File: src/rtl/load_store_unit.sv
// rtl/load_store_unit.sv - data-side load/store unit with bus timeout and misalignment detection
module load_store_unit #(
  parameter int TIMEOUT = 16
) (
  input  logic        clk,
  input  logic        rst,
  input  logic [31:0] addr,
  input  logic [31:0] wdata,
  input  logic        rd_en,
  input  logic        wr_en,
  input  logic [2:0]  funct3,
  output logic [31:0] read_data,
  output logic        stall,
  output logic        misalign,
  output logic        bus_err,
  output logic        bus_valid,
  input  logic        bus_ready,
  output logic        bus_we,
  output logic [31:0] bus_addr,
  output logic [3:0]  bus_wstrb,
  output logic [31:0] bus_wdata,
  input  logic [31:0] bus_rdata
);

  typedef enum logic [1:0] {IDLE, REQ, DONE} state_t;

  localparam logic [7:0] TO_LAST = 8'(TIMEOUT - 1);

  state_t      state, state_nxt;
  logic [7:0]  cnt;
  logic [31:0] lat_addr, lat_wdata, cap_word;
  logic        lat_we, err_q;
  logic [3:0]  lat_wstrb;
  logic [2:0]  lat_f3;
  logic [1:0]  lat_lo;

  logic        access, illegal, unaligned, start;
  logic [3:0]  strb_nxt;
  logic [31:0] wd_nxt;
  logic        stall_c, timeout_hit;
  logic [7:0]  sel_byte;
  logic [15:0] sel_half;
  logic [31:0] ext_word;

  assign access    = rd_en | wr_en;
  assign illegal   = (funct3 == 3'b011) || (funct3 == 3'b110) || (funct3 == 3'b111) ||
                     (wr_en && funct3[2]);
  assign unaligned = ((funct3[1:0] == 2'b10) && (addr[1:0] != 2'b00)) ||
                     ((funct3[1:0] == 2'b01) && addr[0]);
  assign misalign  = access && (illegal || unaligned);
  assign start     = access && !illegal && !unaligned;

  // Store lanes: data replicated so the strobes alone pick the target bytes
  always_comb begin
    strb_nxt = 4'b0000;
    wd_nxt   = 32'h0;
    if (wr_en) begin
      case (funct3[1:0])
        2'b00: begin
          strb_nxt = 4'b0001 << addr[1:0];
          wd_nxt   = {4{wdata[7:0]}};
        end
        2'b01: begin
          strb_nxt = addr[1] ? 4'b1100 : 4'b0011;
          wd_nxt   = {2{wdata[15:0]}};
        end
        default: begin
          strb_nxt = 4'b1111;
          wd_nxt   = wdata;
        end
      endcase
    end
  end

  always_comb begin
    state_nxt   = state;
    stall_c     = 1'b0;
    timeout_hit = 1'b0;
    case (state)
      IDLE: begin
        if (start) begin
          stall_c   = 1'b1;
          state_nxt = REQ;
        end
      end
      REQ: begin
        stall_c = 1'b1;
        if (bus_ready) begin
          state_nxt = DONE;
        end else if (cnt == TO_LAST) begin
          timeout_hit = 1'b1;
          state_nxt   = DONE;
        end
      end
      DONE: state_nxt = IDLE;
      default: state_nxt = IDLE;
    endcase
  end

  always_ff @(posedge clk) begin
    if (!rst) begin
      state     <= IDLE;
      cnt       <= 8'd0;
      err_q     <= 1'b0;
      cap_word  <= 32'h0;
      lat_addr  <= 32'h0;
      lat_wdata <= 32'h0;
      lat_we    <= 1'b0;
      lat_wstrb <= 4'b0000;
      lat_f3    <= 3'b000;
      lat_lo    <= 2'b00;
    end else begin
      state <= state_nxt;
      if (state == IDLE && start) begin
        lat_addr  <= {addr[31:2], 2'b00};
        lat_wdata <= wd_nxt;
        lat_we    <= wr_en;
        lat_wstrb <= strb_nxt;
        lat_f3    <= funct3;
        lat_lo    <= addr[1:0];
        cnt       <= 8'd0;
      end
      if (state == REQ) begin
        if (bus_ready) begin
          cap_word <= bus_rdata;
          cnt      <= 8'd0;
        end else if (timeout_hit) begin
          cap_word <= 32'h0;
          err_q    <= 1'b1;
          cnt      <= 8'd0;
        end else begin
          cnt <= cnt + 8'd1;
        end
      end
    end
  end

  // Lane select uses the address captured at issue, not the live datapath address
  always_comb begin
    sel_byte = cap_word[7:0];
    case (lat_lo)
      2'b00: sel_byte = cap_word[7:0];
      2'b01: sel_byte = cap_word[15:8];
      2'b10: sel_byte = cap_word[23:16];
      2'b11: sel_byte = cap_word[31:24];
      default: sel_byte = cap_word[7:0];
    endcase
    sel_half = lat_lo[1] ? cap_word[31:16] : cap_word[15:0];
    case (lat_f3)
      3'b000:  ext_word = {{24{sel_byte[7]}}, sel_byte};
      3'b001:  ext_word = {{16{sel_half[15]}}, sel_half};
      3'b010:  ext_word = cap_word;
      3'b100:  ext_word = {24'h0, sel_byte};
      3'b101:  ext_word = {16'h0, sel_half};
      default: ext_word = 32'h0;
    endcase
  end

  assign stall     = rst && stall_c;
  assign bus_valid = rst && (state == REQ);
  assign bus_we    = bus_valid && lat_we;
  assign bus_addr  = bus_valid ? lat_addr : 32'h0;
  assign bus_wstrb = bus_valid ? lat_wstrb : 4'b0000;
  assign bus_wdata = bus_valid ? lat_wdata : 32'h0;
  assign bus_err   = err_q;
  assign read_data = (rst && state == DONE) ? ext_word : 32'h0;

endmodule

File: config.mk
export PLATFORM = sky130hd
export DESIGN_NAME = load_store_unit
export DESIGN_NICKNAME = d
export VERILOG_FILES = /design/src/rtl/load_store_unit.sv
export SDC_FILE = /design/constraint.sdc
export NUM_CORES = 1
export LEC_CHECK = 0
export CORE_UTILIZATION = 49
export CTS_BUF_LIST = sky130_fd_sc_hd__clkbuf_4
export CTS_CLUSTER_SIZE = 25
export DETAILED_ROUTE_END_ITERATION = 10
export PLACE_DENSITY_LB_ADDON = 0.25
export SKIP_LAST_GASP = 1
export SLEW_MARGIN = 20
export SYNTH_ARGS = -nofsm -noshare
export SYNTH_HDL_FRONTEND = slang
export SYNTH_SLANG_ARGS = --single-unit
File: constraint.sdc
create_clock -name clk -period 5.7 [get_ports clk]
set_clock_uncertainty 0.15 [all_clocks]
set_input_delay 0.57 -clock clk [delete_from_list [all_inputs] [get_ports clk]]
set_output_delay 0.57 -clock clk [all_outputs]
set_load 0.02 [all_outputs]
==> results.sh <==
export IMPL_startpoint_of_the_tightest_hold_check_path="lat_addr[7]$_SDFFE_PN0P_"
export IMPL_worst_slew_pin_transition_ns=1.03
export IMPL_prevailing_post_synth_register_cell="dfxtp_1"
export IMPL_clock_insertion_delay_worst_skew_ns=0.51
export IMPL_layout_cells_most_common="clkdlybuf4s50_1"
export IMPL_p_total_mw=1.56
export IMPL_cts_sink_count=115
export IMPL_groute_usage_overall_pct=28.7
export IMPL_number_of_global_route_vias_before_repair=5182
export IMPL_startpoint="rst"
export IMPL_detailedPlacementHpwl_um=11900
export IMPL_post_cts_sizing_count=0
export IMPL_fin_area_um2=7740
export IMPL_chipWidth_um=108
export IMPL_report_final_slew_viol_count=0
export IMPL_htree_num_levels=4
export IMPL_category_of_the_most_critical_setup_path="in2out"
export IMPL_root_buffer="clkbuf_4"
export IMPL_finalHoldWorstSlack_ns=0.304
export IMPL_area_of_the_die_um2=11600
export IMPL_diodes=0
export IMPL_critical_path_max_fanout=19
export IMPL_hp_class="reg2reg"
export IMPL_pin_count=209
export IMPL_ys_async_sr_fraction_pct=0
export IMPL_num_nets_final=936
export IMPL_timing_slew_headroom_pct=30.7
export IMPL_start_of_the_worst_register_to_register_path="cnt[4]$_SDFFE_PN0P_"
export IMPL_drt_total_wl_um=16300
export IMPL_final_cell_mix="206 x clkdlybuf4s50_1, 115 x dfxtp_1, 100 x nand2_1"
export IMPL_syn_cell_area_um2=5490
export IMPL_post_synth_inst_count=655
export IMPL_cts_inserted_buffers=17
export IMPL_critical_path_arrival_ns=3.72
export IMPL_placed_cell_area_um2=7560
export IMPL_antenna_found_initial=0
export IMPL_final_critical_path_setup_slack_ns=1.26
export IMPL_number_of_synthesized_flops_with_an_enable_pin=0
export IMPL_syn_area_per_cell_um2=8.39
export IMPL_final_antenna_net_count=0
export IMPL_fp_row_count=38
export IMPL_post_cts_setup_buffers=0
export IMPL_detail_route_drc_violations=0
export IMPL_cts_path_max_buffers=2
export IMPL_leakagePower_nw=2.75
export IMPL_final_min_period_over_clock_period_pct=78.0
export IMPL_synth_ff_latch_count=115
export IMPL_end_kind="primary output"
export IMPL_clk_transition_reported_paths_ns=0.09
export IMPL_global_route_wire_length_before_repair_um=25600
export IMPL_area_growth_synth_to_final_pct=41.0
export IMPL_rsz0062_at_grt="false"
export IMPL_max_cap_violations=0
export IMPL_finalSetupViolations=0
export IMPL_routabilityCongestion=0.905
export IMPL_max_freq_ghz=0.225
export IMPL_yosys_warnings=0
export IMPL_wire_per_inst_um=16.6
export IMPL_grt_start_max_net_pins=68
export IMPL_yosysSeqAreaShare_pct=41.9
export IMPL_cts_tree="built"
export IMPL_status="complete, no violations"
export IMPL_core_region_area_um2=10900
export IMPL_die_h_um=108
export IMPL_report_final_hold_viol_count=0
export IMPL_dr_pass1_iters=5
export IMPL_synth_lib_cells_used_distinct=48
export IMPL_place_port_buffers=206
export IMPL_dr_first_iter_drc_count=390
export IMPL_sum_of_negative_setup_slack_ns=0
export IMPL_critical_path_required_ns=4.98
export IMPL_post_route_cells_drive_above_1_share_pct=6.06
export IMPL_detail_route_vias_per_cell=5.63
export IMPL_r2r_slack_ns=3.26
export IMPL_power_per_cell_area_nw_per_um2=201
export IMPL_vias=5527
export IMPL_effective_utilization_at_floorplan_pct=50.5
export IMPL_grt_overflow_total=0
export IMPL_cts_hold_fix_buffers=0
export IMPL_worst_ir_drop_vdd_mv=0.185
export IMPL_kind_of_launch_point_of_the_worst_setup_path="input pin"
export IMPL_period_needed_ns=4.44
export IMPL_pre_cts_slack_ns=1.29
[cell families (layout without fill, tap and decap cells)]
kind of cell / Yosys count / count (layout) / share of synthesized area [%]
AOI/OAI and AO/OA: 186 / 186 / 22.8
xor gates and xnor gates: 2 / 2 / 0.319
adders and majority gates: 1 / 1 / 0.228
buffers and inverters: 63 / 249 / 5.31
DFF: 115 / 115 / 41.9
muxes: 34 / 34 / 6.60
other: 1 / 2 / 0.0683
and+or+nand+nor: 253 / 253 / 22.8
[power breakdown]
part	switching (mW)	leakage [nW]	internal [mW]	total [mW]
logic	0.130	1.70	0.124	0.253
clock network	0.285	0.111	0.157	0.442
registers	0.0241	0.934	0.837	0.861
total	0.439	2.75	1.12	1.56
[cell usage after synthesis (all sizes together), types with 2 or more instances]
master,count,area [µm²]
dfxtp,115,2300
nand2,100,375
a21oi,83,415
and2,69,432
clkbuf,42,158
nand3,36,180
a22o,34,298
mux2i,25,250
nor2,21,78.8
buf,17,119
a22oi,16,120
o2bb2ai,16,140
o31ai,14,105
o21ai,13,65.1
mux2,8,90.1
nor2b,5,31.3
nor3,4,20.0
inv,3,11.3
or2,3,18.8
and3,2,12.5
nand2b,2,12.5
nor4,2,12.5
o211ai,2,15.0
or3,2,12.5
or3b,2,17.5
[final cells by class]
cell class | count | area (µm²)
multi-input cells | 478 | 2920
clock buffers | 18 | 135
repair buffers | 215 | 2150
well taps | 140 | 175
clock inverters | 12 | 50.0
fillers | 863 | 3140
inverters | 4 | 15.0
flip-flops and latches | 115 | 2300
[per-layer routing]
| metal | wire length (µm) | global-route usage [%] | vias up |
|---|---|---|---|
| met4 | 416 | 13.0 | 0 |
| met5 | 0 | 0 | - |
| met3 | 1250 | 7.08 | 36 |
| met1 | 6820 | 34.8 | 2583 |
| met2 | 7790 | 47.7 | 237 |
| li1 | - | - | 2671 |
[state kept, by name (all words and copies together) (netlist names), 2 cells and up]
register and cells:
lat_f3 3, lat_wdata 32, lat_addr 30, lat_wstrb 4, cap_word 32, lat_lo 2, state 2, cnt 8
[worst max-delay path, stage by stage]
cell and delay [ns]:
clkdlybuf4s50_1 0.96, nor2b_1 0.27, nand3_1 0.47, or2_2 0.62
a21oi_1 0.19, clkdlybuf4s50_1 0.63
[metrics by stage]
step                      cells  util [%]
after CTS                   982      71.1
after global placement      951      69.2
after floorplan             656         -
after detailed placement    952      69.4
final                       982      71.1
after global routing        982      71.1
[path summary, 6_finish.rpt]
path / depth (start not counted) / end
min: 2 / lat_addr[7]$_SDFFE_PN0P_
max: 6 / read_data[24]
max reg2reg: 4 / cap_word[18]$_SDFFE_PN0P_
min reg2reg: 2 / lat_addr[7]$_SDFFE_PN0P_
Note: power is estimated with default switching activity, not from simulation.
